--- config.mk ---
export PLATFORM = sky130hd
export DESIGN_NAME = regfile_wb_arbiter_flat
export DESIGN_NICKNAME = d
export VERILOG_FILES = /design/src/rtl/regfile_wb_arbiter_pkg.sv /design/src/rtl/regfile_wb_arbiter_if.sv /design/src/rtl/regfile_wb_arbiter_rr_arbiter.sv /design/src/rtl/regfile_wb_arbiter.sv /design/src/flat_wrapper.sv
export SDC_FILE = /design/constraint.sdc
export NUM_CORES = 1
export LEC_CHECK = 0
export CAP_MARGIN = 20
export CORE_AREA = 2 2 98 100
export CTS_CLUSTER_SIZE = 24
export DETAILED_ROUTE_END_ITERATION = 8
export DIE_AREA = 0 0 100 102
export PLACE_DENSITY = 0.76
export RECOVER_POWER = 50
export SLEW_MARGIN = 30
export SYNTH_ARGS = -nofsm -noshare
export SYNTH_HDL_FRONTEND = slang
export SYNTH_HIERARCHICAL = 1
export SYNTH_SLANG_ARGS = --single-unit
--- constraint.sdc ---
create_clock -name clk -period 4.1 [get_ports clk]
set_clock_uncertainty 0.05 [all_clocks]
set_input_delay 0.615 -clock clk [delete_from_list [all_inputs] [get_ports clk]]
set_output_delay 0.615 -clock clk [all_outputs]
set_load 0.03 [all_outputs]
--- src/rtl/regfile_wb_arbiter_pkg.sv ---
// regfile_wb_arbiter_pkg: shared default sizes and requester index type for the write-back arbiter
package regfile_arb_pkg;
  localparam int NREQ_DEF = 2;
  localparam int AWIDTH_DEF = 5;
  localparam int DWIDTH_DEF = 32;
  typedef logic [$clog2(NREQ_DEF)-1:0] req_idx_t;
endpackage

--- src/rtl/regfile_wb_arbiter_if.sv ---
// regfile_wb_arbiter_if: requester-side write-back bus (valid/addr/data in, ready out)
interface regfile_wb_arbiter_if
  import regfile_arb_pkg::*;
#(
  parameter int NREQ = NREQ_DEF,
  parameter int AWIDTH = AWIDTH_DEF,
  parameter int DWIDTH = DWIDTH_DEF
);
  logic [NREQ-1:0] req_valid;
  logic [NREQ-1:0][AWIDTH-1:0] req_addr;
  logic [NREQ-1:0][DWIDTH-1:0] req_data;
  logic [NREQ-1:0] req_ready;
  modport master(output req_valid, req_addr, req_data, input req_ready);
  modport slave(input req_valid, req_addr, req_data, output req_ready);
endinterface

--- src/rtl/regfile_wb_arbiter_rr_arbiter.sv ---
// rr_arbiter: round-robin one-hot grant with rotating pointer rr_ptr, blocked by rst/flush
module rr_arbiter
  import regfile_arb_pkg::*;
#(
  parameter int NREQ = NREQ_DEF,
  localparam int IW = $clog2(NREQ)
) (
  input  logic            clk,
  input  logic            rst,
  input  logic            flush,
  input  logic [NREQ-1:0] valid,
  output logic [NREQ-1:0] ready,
  output logic [IW-1:0]   gidx
);
  logic [IW-1:0] rr_ptr;
  logic [IW-1:0] j;
  logic found;
  always_comb begin
    found = 1'b0;
    gidx = '0;
    j = '0;
    for (int k = 0; k < NREQ; k++) begin
      j = IW'((int'(rr_ptr) + k) % NREQ);
      if (!found && valid[j]) begin
        found = 1'b1;
        gidx = j;
      end
    end
    ready = (found && !rst && !flush) ? NREQ'(1) << gidx : '0;
  end
  always_ff @(posedge clk) begin
    if (rst) rr_ptr <= '0;
    else if (|ready) rr_ptr <= (int'(gidx) == NREQ - 1) ? '0 : gidx + 1'b1;
  end
endmodule

--- src/rtl/regfile_wb_arbiter.sv ---
// regfile_wb_arbiter: arbitrates write-backs into one registered bank write port.
// Define REGFILE_WB_FWD_EN to forward the pending write onto the read data outputs.
module regfile_wb_arbiter
  import regfile_arb_pkg::*;
#(
  parameter int NREQ = NREQ_DEF,
  parameter int AWIDTH = AWIDTH_DEF,
  parameter int DWIDTH = DWIDTH_DEF
) (
  input  logic              clk,
  input  logic              rst,
  input  logic              flush,
  regfile_wb_arbiter_if.slave bus,
  output logic              wen,
  output logic [AWIDTH-1:0] waddr,
  output logic [DWIDTH-1:0] wdata,
  input  logic [AWIDTH-1:0] raddr1,
  input  logic [AWIDTH-1:0] raddr2,
  input  logic [DWIDTH-1:0] rdata1_in,
  input  logic [DWIDTH-1:0] rdata2_in,
  output logic [DWIDTH-1:0] rdata1_out,
  output logic [DWIDTH-1:0] rdata2_out
);
  localparam int IW = $clog2(NREQ);
  logic [IW-1:0] gidx;
  logic [AWIDTH-1:0] a;
  logic [DWIDTH-1:0] d;
  logic commit;
  rr_arbiter #(.NREQ(NREQ)) u_arb (
    .clk(clk),
    .rst(rst),
    .flush(flush),
    .valid(bus.req_valid),
    .ready(bus.req_ready),
    .gidx(gidx)
  );
  assign a = bus.req_addr[gidx];
  assign d = bus.req_data[gidx];
  // writes to r0 still handshake but never reach the bank
  assign commit = |bus.req_ready && a != '0;
  always_ff @(posedge clk) begin
    if (rst) begin
      wen <= 1'b0;
      waddr <= '0;
      wdata <= '0;
    end else begin
      wen <= commit;
      if (commit) begin
        waddr <= a;
        wdata <= d;
      end
    end
  end
`ifdef REGFILE_WB_FWD_EN
  assign rdata1_out = (wen && waddr == raddr1 && raddr1 != '0) ? wdata : rdata1_in;
  assign rdata2_out = (wen && waddr == raddr2 && raddr2 != '0) ? wdata : rdata2_in;
`else
  logic unused_raddr;
  assign unused_raddr = ^{raddr1, raddr2};
  assign rdata1_out = rdata1_in;
  assign rdata2_out = rdata2_in;
`endif
endmodule
--- src/flat_wrapper.sv ---
// flat-port wrapper written by rule: the top's interface ports become plain ports
module regfile_wb_arbiter_flat import regfile_arb_pkg::*;
#(
  parameter int NREQ = NREQ_DEF,
  parameter int AWIDTH = AWIDTH_DEF,
  parameter int DWIDTH = DWIDTH_DEF
)
  (clk, rst, flush, wen, waddr, wdata, raddr1, raddr2, rdata1_in, rdata2_in, rdata1_out, rdata2_out, bus_req_valid, bus_req_addr, bus_req_data, bus_req_ready);
  regfile_wb_arbiter_if #(.NREQ(NREQ), .AWIDTH(AWIDTH), .DWIDTH(DWIDTH)) bus_i ();
  input  logic clk;
  input  logic rst;
  input  logic flush;
  output logic wen;
  output logic [AWIDTH-1:0] waddr;
  output logic [DWIDTH-1:0] wdata;
  input  logic [AWIDTH-1:0] raddr1;
  input  logic [AWIDTH-1:0] raddr2;
  input  logic [DWIDTH-1:0] rdata1_in;
  input  logic [DWIDTH-1:0] rdata2_in;
  output logic [DWIDTH-1:0] rdata1_out;
  output logic [DWIDTH-1:0] rdata2_out;
  input wire logic [$bits(bus_i.req_valid)-1:0] bus_req_valid;
  input wire logic [$bits(bus_i.req_addr)-1:0] bus_req_addr;
  input wire logic [$bits(bus_i.req_data)-1:0] bus_req_data;
  output wire logic [$bits(bus_i.req_ready)-1:0] bus_req_ready;
  assign bus_i.req_valid = bus_req_valid;
  assign bus_i.req_addr = bus_req_addr;
  assign bus_i.req_data = bus_req_data;
  assign bus_req_ready = bus_i.req_ready;
  regfile_wb_arbiter #(.NREQ(NREQ), .AWIDTH(AWIDTH), .DWIDTH(DWIDTH)) u_core (.clk(clk), .rst(rst), .flush(flush), .bus(bus_i), .wen(wen), .waddr(waddr), .wdata(wdata), .raddr1(raddr1), .raddr2(raddr2), .rdata1_in(rdata1_in), .rdata2_in(rdata2_in), .rdata1_out(rdata1_out), .rdata2_out(rdata2_out));
endmodule
==> results.cfg, run 1 <==
[status]
run_status = finished with violations
violations = capacitance limit, slew limit

[drt]
first_iter_violations = 23
routed_wl_um = 7480
dr.pass1.iters = 4
met1_length_um = 2540
wl_met2_um = 3900
avgViaCountPerCell = 4.91
ant_nets = 0
routed.top_layer = met4
wl_met3_um = 844
via_count = 2047
post_drt_wl_per_cell_um = 17.9
route.detailed.drc = 0

[sta]
worst_slew_pin_slew_ps = 2540
fin_crit_sh = 0.725
fmax_ghz = 0.337
fin_crit_ps = 2970
hold_viol = 0
fin_ws_ps = 1130
setup_tns_ps = 0
maxSlewHeadroom = -0.693
finalSetupViolCount = 0
hold-worst-slack_ps = 472
drv_slew = 41
rsz0062_at_grt = no

[synthesis]
yosysUniqueCellTypes = 27
syn_nets = 410
yosys_warnings = 6
ys_seq_elements = 39
yosysSeqAreaShare = 0.306
yosysTopAreaCell = dfxtp_1
synthCells = 257
synth.area.top_cells = dfxtp_1 (31%), buf_4 (19%), a211oi_2 (15%), mux2i_1 (14%), a21oi_1 (6.9%)
synth_area_per_cell_um2 = 9.93
netlist_area_um2 = 2550
yosysTopAreaCellShare = 0.306

[worst_setup_path]
max_stage_delay_ps = 470
crit_type = input port to flip-flop
setup.worst_path.start_class = input port
path_cells = clkdlybuf4s50_1 > nand2b_4 > and2_2 > buf_4 > mux2i_4 > o221ai_2 > and2_2 > buf_16 > nor2b_1
crit_fanout = 20
arrival_ps = 3010
critPathSlowestCell = clkdlybuf4s50_1
cp_common_cell = and2_2
crit_required_ps = 4140
critPathCaptureType = flip-flop

[clock_tree]
cts_buffer_depth = 2
clkSlewWorstSetupHoldPaths_ps = 80
cts_tree = done
cts_buffers = 5
postCtsResizedCells = 0
clk_latency_ps = 290
cts_sinks = 39
post_cts_buffers = 0
root_buffer = clkbuf_8
h-tree-depth = 2
cts_hold_buf = 0

[cells_and_area]
fin_area_um2 = 3450
n_antenna_cell = 0
drive_above_1_share = 0.183
final_cell_mix = clkdlybuf4s50_1 (111), dfxtp_1 (39), mux2i_1 (36), a21oi_1 (35), a211oi_2 (30)
nFillCells = 911
nets = 458
syn2layout_area_growth_pct = 35.3
final_common_cell = clkdlybuf4s50_1

[hold_path]
hold_path_class = flip-flop to flip-flop

[placement]
detailed_place_hpwl_um = 5690
port_buffers = 118
place.gp.congestion = 0.757
dpl_worst_slack_ps = 786
dpl-instance-area_um2 = 3320

[global_route]
grt_max_degree = 41
grt_pass1_wl_um = 11200
grt_overflow = 0
antenna_found_initial = 0
grt_use_total = 0.141
grt_pass1_vias = 2164

[power_and_ir_drop]
ir_drop_mv = 0.164
p_per_area_nw_per_um2 = 316
p_leak_nw = 1.19
finalPower_mw = 1.09

[floorplan]
row_count = 35
start_util = 0.280
dieArea_um2 = 10200
core_um2 = 9110
io_pins = 257
die_w_um = 100
die_h_um = 102

[run]
drv_cap = 1
## cell families after synthesis
kind of cell           Yosys count  synth area share
flip-flops                      39             0.306
AO/OA/AOI/OAI                   78             0.263
multiplexers                    37             0.150
buffers and inverters           83             0.231
AND/OR/NAND/NOR                 20            0.0495
## final timing paths
path | to | slack, ps | from | cells past startpoint
setup / recovery | u_core/wen | 1130 | bus_req_valid[0] | 9
hold / removal | u_core/u_arb/rr_ptr | 470 | u_core/u_arb/rr_ptr | 2
setup reg to reg | u_core/wen | 1520 | u_core/u_arb/rr_ptr | 8
hold reg to reg | u_core/u_arb/rr_ptr | 470 | u_core/u_arb/rr_ptr | 2
## worst max-delay path, delay by kind of cell
kind	cells	cell delay, ps
buffers and inverters	3	1040
multiplexers	1	330
AO/OA/AOI/OAI	1	120
AND/OR/NAND/NOR	4	880
## Yosys cell counts
cell type and instances:
buf_4 64, dfxtp_1 39, mux2i_1 36, a21oi_1 35, a211oi_2 30, clkbuf_1 12, nor2_1 6, buf_6 5
a211oi_1 3, a21boi_0 3, o21ba_2 3, and3_1 2, buf_1 2, nor2b_1 2, nor3_1 2, nor3b_2 2
and2_1 1, and2_2 1, mux2i_4 1, nand2_1 1, nand2b_1 1, nand2b_4 1, o2111ai_1 1, o221ai_2 1
o22ai_1 1, o32ai_2 1, or2_2 1
## layer usage
layer | global-route usage | vias to the layer above
met3 | 0.0629 | 18
met1 | 0.140 | 946
met5 | 0 | -
met2 | 0.259 | 120
li1 | - | 963
met4 | 0.0569 | 0
## cell type report
class	count	area (µm²)	area share
sequential	39	781	0.226
multi-input combinational	135	1180	0.343
clock inverter	3	43.8	0.0127
clock buffer	5	68.8	0.0199
tap	111	139	0.0402
timing repair buffer	124	1240	0.358
## registers in the layout (all words and copies together), names as in the netlist
| register | cells |
|---|---|
| u_core/waddr | 5 |
| u_core/wdata | 32 |
| u_core/u_arb/rr_ptr | 1 |
| u_core/wen | 1 |
## power by group
| group | internal, mW | switching [mW] | total [mW] | leakage [nW] |
|---|---|---|---|---|
| Clock | 0.181 | 0.142 | 0.323 | 0.0581 |
| Combinational | 0.174 | 0.172 | 0.346 | 0.814 |
| Sequential | 0.407 | 0.0146 | 0.422 | 0.320 |
| Total | 0.763 | 0.328 | 1.09 | 1.19 |
## stage by stage
stage,instances,utilization
after floorplan,257,-
after global placement,408,0.364
after detailed placement,408,0.364
after CTS,416,0.376
after global routing,417,0.379
final,417,0.379
No activity file was read; power rests on OpenSTA's default activity.
==> inputs of run 2 (changes only) <==
==> constraint.sdc (replaced) <==
create_clock -name clk -period 3 [get_ports clk]
set_clock_uncertainty 0.05 [all_clocks]
set_input_delay 0.45 -clock clk [delete_from_list [all_inputs] [get_ports clk]]
set_output_delay 0.45 -clock clk [all_outputs]
set_load 0.03 [all_outputs]
==> results.cfg, run 2 (synthesis gave the netlist of run 1 again) <==
[floorplan]
core_um2 = 9110
start_util = 0.280
dieArea_um2 = 10200
die_h_um = 102
die_w_um = 100
row_count = 35
io_pins = 257

[clock_tree]
postCtsResizedCells = 0
cts_tree = done
root_buffer = clkbuf_8
clk_latency_ps = 280
post_cts_buffers = 0
cts_sinks = 39
h-tree-depth = 2
clkSlewWorstSetupHoldPaths_ps = 80
cts_buffer_depth = 2
cts_buffers = 5
cts_hold_buf = 0

[worst_setup_path]
critPathCaptureType = flip-flop
setup.worst_path.start_class = input port
crit_start = bus_req_valid[0]
crit_type = input port to flip-flop
timing.rr.start = u_core/u_arb/rr_ptr
crit_required_ps = 3070
cp-endpoint = u_core/wdata[30]
worstReg2RegEnd = u_core/wdata[30]
crit_fanout = 34
r2r_cells = 6
r2r_slack_ps = 610
arrival_ps = 2720

[drt]
wl_met2_um = 3910
first_iter_violations = 43
ant_nets = 0
via_count = 1981
dr.pass1.iters = 4
met1_length_um = 2610
routed_wl_um = 7460
avgViaCountPerCell = 4.76
wl_met3_um = 775
routed.top_layer = met4
post_drt_wl_per_cell_um = 17.9
route.detailed.drc = 0

[power_and_ir_drop]
finalPower_mw = 1.48
ir_drop_mv = 0.260
p_leak_nw = 1.18
p_per_area_nw_per_um2 = 433

[cells_and_area]
multiInputGateArea_um2 = 1180
drive_above_1_share = 0.184
ff_latch_area_um2 = 781
nets = 457
largest_register_ffs = 32
largest-register = u_core/wdata
syn2layout_area_growth_pct = 34.3
final_cell_mix = clkdlybuf4s50_1 (111), dfxtp_1 (39), mux2i_1 (36), a21oi_1 (35), a211oi_2 (30)
final_common_cell = clkdlybuf4s50_1
n_antenna_cell = 0
nFillCells = 913
reg_top3 = u_core/wdata x32, u_core/waddr x5

[sta]
setup_tns_ps = 0
maxSlewHeadroom = 0.195
worst_slew_pin_slew_ps = 1210
hold_viol = 0
rsz0062_at_grt = no
fin_crit_sh = 0.885
fmax_ghz = 0.377
drv_slew = 0
fin_crit_ps = 2660
finalSetupViolCount = 0

[status]
run_status = completed

[placement]
port_buffers = 118
detailed_place_hpwl_um = 5730
place.gp.congestion = 0.719

[hold_path]
hold_path_class = flip-flop to flip-flop
holdPathStages = 2

[global_route]
grt_overflow = 0
grt_use_total = 0.139
grt_pass1_wl_um = 11000
antenna_found_initial = 0
grt_pass1_vias = 2070
grt_max_degree = 41

[run]
drv_cap = 0
==> run 2: cell count changes in the layout (fill, tap and decap cells not counted), sizes merged <==
cell / change
buf: -1
==> run 2: through the flow <==
step / cells / utilization / instance area, µm² / hold WS (ps) / setup slack, ps
2_1_floorplan: 257 / - / 2550 / 432 / 982
3_3_place_gp: 408 / 0.364 / 3320 / 446 / 48.0
3_5_place_dp: 408 / 0.364 / 3320 / 455 / 20.4
4_1_cts: 416 / 0.376 / 3430 / 474 / 341
5_1_grt: 416 / 0.376 / 3430 / 502 / 250
6_report: 416 / 0.376 / 3430 / 469 / 345
==> run 2: how the worst min path moves through the flow <==
stage,start,end,slack (ps)
detailed placement,u_core/u_arb/rr_ptr,u_core/u_arb/rr_ptr,450
global placement,u_core/u_arb/rr_ptr,u_core/u_arb/rr_ptr,450
CTS,u_core/u_arb/rr_ptr,u_core/u_arb/rr_ptr,470
global route,u_core/wdata[30],u_core/wdata[30],500
floorplan,u_core/u_arb/rr_ptr,u_core/u_arb/rr_ptr,430
finish,u_core/u_arb/rr_ptr,u_core/u_arb/rr_ptr,470
==> run 2: power breakdown <==
part | internal [mW] | switching, mW | total (mW)
logic | 0.233 | 0.234 | 0.466
clock network | 0.248 | 0.194 | 0.442
registers | 0.557 | 0.0194 | 0.576
total | 1.04 | 0.447 | 1.48
==> run 2: final cells by class <==
type / instances / area share
clock inverters: 3 / 0.0128
well taps: 111 / 0.0405
flip-flops and latches: 39 / 0.228
clock buffers: 5 / 0.0201
repair buffers: 123 / 0.354
multi-input cells: 135 / 0.345
==> run 2: per-layer routing <==
metal	vias to the layer above	GRT usage
met5	-	0
met4	0	0.0516
met3	16	0.0595
met2	122	0.260
met1	892	0.138
li1	951	-
==> run 2: worst max-delay path, cell delays in order <==
cell and delay (ps):
clkdlybuf4s50_1 510, nand2b_4 70, and2_2 270, nor3b_2 210, o221ai_2 200, and2_2 820
a211oi_1 150
